$ cat src/rtl/lfsr_stream.sv
// ---------------------------------------------------------------------------
// lfsr_stream
//
// Purpose:
//   Fibonacci XNOR LFSR packaged as a valid/ready beat source. Each accepted
//   beat advances the register OUT_BITS single steps in one clock. The
//   feedback bit of every step becomes one bit of o_Data, and the oldest bit
//   lands in the MSB. A reference-seed register remembers the last loaded
//   seed, so o_LFSR_Done can pulse whenever the sequence wraps back to it.
//
// Optional feature (macro LFSR_STREAM_LOCKUP_RECOVERY_EN):
//   When defined, any all-ones state (including an all-ones seed load) is
//   replaced by DEFAULT_SEED on the same edge. o_Lockup pulses and the
//   reference seed becomes DEFAULT_SEED.
//   When undefined, o_Lockup is tied low and an all-ones seed locks the
//   register.
//
// Parameters:
//   NUM_BITS     - LFSR width, 3..32
//   OUT_BITS     - bits emitted per beat, 1..NUM_BITS
//   DEFAULT_SEED - state loaded at reset (must not be all-ones)
//
// Ports:
//   i_Clk        - clock, rising edge
//   i_Rst        - asynchronous active-high reset
//   i_Enable     - permits generation of new beats
//   i_Seed_DV    - single-cycle seed load strobe (wins over an accept)
//   i_Seed_Data  - seed value, NUM_BITS wide
//   i_Ready      - consumer accepts the current beat
//   o_Valid      - o_Data holds an unaccepted beat
//   o_Data       - emitted bits, MSB oldest
//   o_LFSR_State - current register state
//   o_LFSR_Done  - one-cycle pulse when an advance returns to the ref seed
//   o_Lockup     - one-cycle pulse on an all-ones recovery
// ---------------------------------------------------------------------------
module lfsr_stream #(
    parameter int                  NUM_BITS     = 8,
    parameter int                  OUT_BITS     = 1,
    parameter logic [NUM_BITS-1:0] DEFAULT_SEED = {{(NUM_BITS-1){1'b0}}, 1'b1}
) (
    input  logic                i_Clk,
    input  logic                i_Rst,
    input  logic                i_Enable,
    input  logic                i_Seed_DV,
    input  logic [NUM_BITS-1:0] i_Seed_Data,
    input  logic                i_Ready,
    output logic                o_Valid,
    output logic [OUT_BITS-1:0] o_Data,
    output logic [NUM_BITS-1:0] o_LFSR_State,
    output logic                o_LFSR_Done,
    output logic                o_Lockup
);

    // One-hot bit for XAPP052 tap number t (taps are numbered from 1).
    function automatic logic [31:0] tap(input int t);
        return 32'd1 << (t - 1);
    endfunction

    // Maximal-length tap sets from the XAPP052 table, as a bit mask.
    function automatic logic [31:0] tap_mask(input int n);
        logic [31:0] m;
        m = '0;
        case (n)
            3:  m = tap(3)  | tap(2);
            4:  m = tap(4)  | tap(3);
            5:  m = tap(5)  | tap(3);
            6:  m = tap(6)  | tap(5);
            7:  m = tap(7)  | tap(6);
            8:  m = tap(8)  | tap(6)  | tap(5)  | tap(4);
            9:  m = tap(9)  | tap(5);
            10: m = tap(10) | tap(7);
            11: m = tap(11) | tap(9);
            12: m = tap(12) | tap(6)  | tap(4)  | tap(1);
            13: m = tap(13) | tap(4)  | tap(3)  | tap(1);
            14: m = tap(14) | tap(5)  | tap(3)  | tap(1);
            15: m = tap(15) | tap(14);
            16: m = tap(16) | tap(15) | tap(13) | tap(4);
            17: m = tap(17) | tap(14);
            18: m = tap(18) | tap(11);
            19: m = tap(19) | tap(6)  | tap(2)  | tap(1);
            20: m = tap(20) | tap(17);
            21: m = tap(21) | tap(19);
            22: m = tap(22) | tap(21);
            23: m = tap(23) | tap(18);
            24: m = tap(24) | tap(23) | tap(22) | tap(17);
            25: m = tap(25) | tap(22);
            26: m = tap(26) | tap(6)  | tap(2)  | tap(1);
            27: m = tap(27) | tap(5)  | tap(2)  | tap(1);
            28: m = tap(28) | tap(25);
            29: m = tap(29) | tap(27);
            30: m = tap(30) | tap(6)  | tap(4)  | tap(1);
            31: m = tap(31) | tap(28);
            32: m = tap(32) | tap(22) | tap(2)  | tap(1);
            default: m = '0;
        endcase
        return m;
    endfunction

    localparam logic [31:0]         TAPS32 = tap_mask(NUM_BITS);
    localparam logic [NUM_BITS-1:0] TAPS   = TAPS32[NUM_BITS-1:0];

    typedef enum logic {IDLE, PRESENT} state_t;

    state_t              state_q, state_d;
    logic [NUM_BITS-1:0] lfsr_q, lfsr_raw, lfsr_d;
    logic [NUM_BITS-1:0] ref_q, ref_raw, ref_d;
    logic [OUT_BITS-1:0] data_q, data_d;
    logic                done_q, done_d;
    logic                advance;
    logic [NUM_BITS-1:0] walk;

    // Unrolled OUT_BITS steps. Every step shifts left and inserts the XNOR
    // feedback at bit 0. After OUT_BITS steps, the low OUT_BITS bits are
    // exactly the feedback bits, with the oldest in the highest position.
    always_comb begin
        walk = lfsr_q;
        for (int i = 0; i < OUT_BITS; i++) begin
            walk = {walk[NUM_BITS-2:0], ~(^(walk & TAPS))};
        end
    end

    // FSM next state and datapath. A seed load outranks everything else and
    // discards any beat being accepted on the same edge.
    always_comb begin
        state_d  = state_q;
        lfsr_raw = lfsr_q;
        ref_raw  = ref_q;
        data_d   = data_q;
        advance  = 1'b0;
        if (i_Seed_DV) begin
            state_d  = IDLE;
            lfsr_raw = i_Seed_Data;
            ref_raw  = i_Seed_Data;
        end else begin
            case (state_q)
                IDLE: begin
                    if (i_Enable) begin
                        advance = 1'b1;
                        state_d = PRESENT;
                    end
                end
                PRESENT: begin
                    if (i_Ready) begin
                        if (i_Enable) begin
                            advance = 1'b1;
                        end else begin
                            state_d = IDLE;
                        end
                    end
                end
                default: state_d = IDLE;
            endcase
            if (advance) begin
                lfsr_raw = walk;
                data_d   = walk[OUT_BITS-1:0];
            end
        end
    end

`ifdef LFSR_STREAM_LOCKUP_RECOVERY_EN
    logic lockup_q, lockup_d;

    // Any all-ones candidate state is swapped for DEFAULT_SEED on this edge.
    always_comb begin
        lfsr_d   = lfsr_raw;
        ref_d    = ref_raw;
        lockup_d = 1'b0;
        if (&lfsr_raw) begin
            lfsr_d   = DEFAULT_SEED;
            ref_d    = DEFAULT_SEED;
            lockup_d = 1'b1;
        end
    end

    always_ff @(posedge i_Clk or posedge i_Rst) begin
        if (i_Rst) begin
            lockup_q <= 1'b0;
        end else begin
            lockup_q <= lockup_d;
        end
    end

    assign o_Lockup = lockup_q;
`else
    assign lfsr_d   = lfsr_raw;
    assign ref_d    = ref_raw;
    assign o_Lockup = 1'b0;
`endif

    assign done_d = advance && (lfsr_d == ref_d);

    // State register and registered outputs.
    always_ff @(posedge i_Clk or posedge i_Rst) begin
        if (i_Rst) begin
            state_q <= IDLE;
            lfsr_q  <= DEFAULT_SEED;
            ref_q   <= DEFAULT_SEED;
            data_q  <= '0;
            done_q  <= 1'b0;
        end else begin
            state_q <= state_d;
            lfsr_q  <= lfsr_d;
            ref_q   <= ref_d;
            data_q  <= data_d;
            done_q  <= done_d;
        end
    end

    assign o_Valid      = (state_q == PRESENT);
    assign o_Data       = data_q;
    assign o_LFSR_State = lfsr_q;
    assign o_LFSR_Done  = done_q;

endmodule
$ cat config.mk
export PLATFORM = sky130hd
export DESIGN_NAME = lfsr_stream
export DESIGN_NICKNAME = d
export VERILOG_FILES = /design/src/rtl/lfsr_stream.sv
export SDC_FILE = /design/constraint.sdc
export NUM_CORES = 1
export LEC_CHECK = 0
export CAP_MARGIN = 20
export CORE_MARGIN = 4
export CORE_UTILIZATION = 30
export CTS_BUF_LIST = sky130_fd_sc_hd__clkbuf_4
export DETAILED_ROUTE_END_ITERATION = 16
export HOLD_SLACK_MARGIN = 0.03
export SKIP_LAST_GASP = 1
export SYNTH_ARGS = -nofsm -noshare
export SYNTH_HDL_FRONTEND = slang
export SYNTH_SLANG_ARGS = --single-unit
$ cat constraint.sdc
create_clock -name i_Clk -period 1.65 [get_ports i_Clk]
set_input_delay 0.2475 -clock i_Clk [delete_from_list [all_inputs] [get_ports i_Clk]]
set_output_delay 0.2475 -clock i_Clk [all_outputs]
set_load 0.01 [all_outputs]
==> flow_metrics.py <==
metrics = {
    "status": {
        "status": "finished, final reports clean",
    },
    "power": {
        "power_frac_comb_pct": 32.1,
        "ir_worst_vdd_mv": 0.365,
        "clock_power_share_pct": 20.6,
        "leakage_uw": 0.000612,
        "switching_power_uw": 347,
        "p_int_uw": 848,
        "p_per_area_nw_per_um2": 890,
        "swShare_pct": 29.0,
        "p_seq_share_pct": 47.3,
    },
    "worst_setup_path": {
        "critical_path_class": "reg2out",
        "end_kind": "output port",
        "startpoint_type": "flip-flop",
        "arrival_ns": 1.33,
        "path_max_fanout": 4,
        "worst-endpoint-required_ns": 1.40,
    },
    "synth": {
        "yosys.cell_types.count": 25,
        "ys_seq_area_share_pct": 48.4,
        "synth.avg_cell_area_um2": 9.88,
        "netlist_area_um2": 988,
        "syn_nets": 113,
        "yosys_warnings": 0,
        "postSynthCellCount": 100,
        "synth-seq-cells": 19,
    },
    "sta": {
        "period_needed_ns": 1.58,
        "finClkSkew_ns": 0.0116,
        "max_freq_mhz": 633,
        "holdWs_ns": 0.221,
        "finalHoldViolations": 0,
        "setup_viol": 0,
        "period_share_pct": 95.7,
        "drv_slew": 0,
    },
    "cells_and_area": {
        "diodes": 0,
        "drive_gt1_share_pct": 18.9,
        "area_delta_synth_final_pct": 35.8,
        "nets": 141,
        "final_cell_area_um2": 1340,
        "fill_cells": 325,
    },
    "grt": {
        "grt_start_max_net_pins": 27,
        "first_global_vias": 795,
        "grt_pass1_wl_um": 3480,
        "track_usage_pct": 10.3,
        "gr-total-overflow": 0,
        "antenna_found_initial": 0,
    },
    "floorplan": {
        "io_pins": 25,
        "start_util_pct": 31.9,
        "rows": 20,
        "die-area_um2": 4280,
        "die_h_um": 65.4,
        "core_um2": 3100,
        "die_w_um": 65.4,
    },
    "cts": {
        "clock-sinks": 19,
        "cts_tree": "built",
        "numCtsBuffers": 3,
        "clock_latency_ns": 0.29,
        "ctsHoldBuffers": 0,
        "cts_root_buffer": "clkbuf_4",
        "clk_path_buf_depth": 2,
        "h-tree-depth": 1,
        "postCtsSetupRepairBufs": 0,
        "clkTransAtPathRegs_ns": 0.11,
    },
    "placed_design": {
        "gp_congestion": 0.811,
        "io_buffers": 23,
        "placed_area_um2": 1280,
        "hpwl_um": 1600,
    },
    "route": {
        "drt_iter0_markers": 26,
        "vias": 751,
        "drt_first_pass_iters": 4,
        "wl_per_cell_um": 12.1,
        "route.detailed.drc": 0,
        "wl_um": 2070,
        "drtAntennaViolNets": 0,
        "via_per_inst": 4.39,
    },
    "run": {
        "drv_cap": 0,
    },
    "hold_path": {
        "hold_path_class": "in2async",
    },
}
synth_stat cells:
| cell | number | area [µm²] |
|---|---|---|
| a2111oi_2 | 1 | 15.0 |
| nand2_4 | 1 | 11.3 |
| nor3_1 | 1 | 5.00 |
| o21a_1 | 1 | 7.51 |
| mux2i_1 | 7 | 70.1 |
| nand4_1 | 1 | 6.26 |
| nor2_1 | 1 | 3.75 |
| o21ai_1 | 1 | 5.00 |
| dfstp_2 | 2 | 52.6 |
| and2b_1 | 1 | 7.51 |
| a21oi_1 | 3 | 15.0 |
| buf_4 | 8 | 60.1 |
| dfrtp_1 | 17 | 425 |
| xnor2_1 | 9 | 78.8 |
| mux2_2 | 1 | 11.3 |
| or4_4 | 1 | 11.3 |
| nand3_1 | 2 | 10.0 |
| nand2b_4 | 1 | 13.8 |
| nand2_1 | 8 | 30.0 |
| conb_1 | 1 | 3.75 |
| or3_1 | 1 | 6.26 |
| buf_2 | 1 | 5.00 |
| inv_1 | 11 | 41.3 |
| clkbuf_1 | 2 | 7.51 |
| o21ai_0 | 17 | 85.1 |
placed cells by master (no fill, tap or decap), types with 3 or more instances in the layout:
cell	instances
a21oi_1	3
buf_4	11
clkbuf_4	4
clkdlybuf4s50_1	21
dfrtp_1	17
inv_1	11
mux2i_1	7
nand2_1	8
o21ai_0	17
xnor2_1	7
final timing paths:
path | start | end | slack, ns | cells past startpoint
worst max-delay path | o_LFSR_State[3] | o_LFSR_State[3] | 0.07 | 2
worst min-delay path | i_Rst | o_Data | 0.22 | 2
worst max register to register | o_LFSR_State[5] | o_LFSR_Done | 0.11 | 5
worst min register to register | ref_q[0] | ref_q[0] | 0.53 | 2
max in group asynchronous | i_Rst | o_LFSR_State[4] | 0.95 | 3
min in group i_Clk | i_Seed_Data[0] | o_LFSR_State[0] | 0.50 | 3
layer usage:
metal | vias to the layer above | track usage (%) | part of all wire (%)
met1 | 354 | 13.6 | 45
met4 | 0 | 2.33 | 0.48
met3 | 2 | 2.74 | 5.9
met5 | - | 0 | 0
met2 | 19 | 16.7 | 49
li1 | 376 | - | -
final cells by class:
type | count | area (µm²) | area share (%)
Multi-Input combinational cell | 59 | 424 | 31.6
Sequential cell | 19 | 478 | 35.6
Timing Repair Buffer | 34 | 314 | 23.4
Clock buffer | 4 | 30.0 | 2.24
Tap cell | 44 | 55.1 | 4.10
Inverter | 11 | 41.3 | 3.08
worst max-delay path: stages (launching register included):
cell,delay [ns]
dfrtp_1,0.38
buf_4,0.14
clkdlybuf4s50_1,0.53
power by group through the flow:
stage | logic [µW] | clock network [µW] | registers (µW)
floorplan | 204 | 0 | 582
global placement | 362 | 0 | 574
detailed placement | 363 | 0 | 575
CTS | 364 | 258 | 566
global route | 425 | 274 | 574
finish | 383 | 246 | 566
metrics by stage:
step / cells / worst slack, ns / utilization, % / power, µW / setup TNS (ns)
finish: 171 / 0.0705 / 43.3 / 1190 / 0
global route: 171 / -0.0339 / 43.3 / 1270 / -0.0339
CTS: 171 / 0.0170 / 42.3 / 1190 / 0
detailed placement: 167 / -0.221 / 41.4 / 939 / -0.231
global placement: 167 / -0.194 / 41.4 / 936 / -0.194
floorplan: 100 / 0.0775 / - / 786 / 0
cell families after synthesis:
family,synth area share (%)
other cells,0.379
compound gates,12.9
xor+xnor,7.98
mux,8.23
flops,48.4
simple gates,10.6
buf+inv,11.5
repair_timing:
action / in CTS / in global routing
pin swaps: 0 / 1
resized for setup: 1 / 4
setup endpoints to repair: 1 / 2
flip-flops by register name (all words and copies together) (netlist names):
signal and flops:
o_Data 1, o_LFSR_Done 1, o_LFSR_State 8, o_Valid 1
ref_q 8
(Power assumes the default switching activity.)
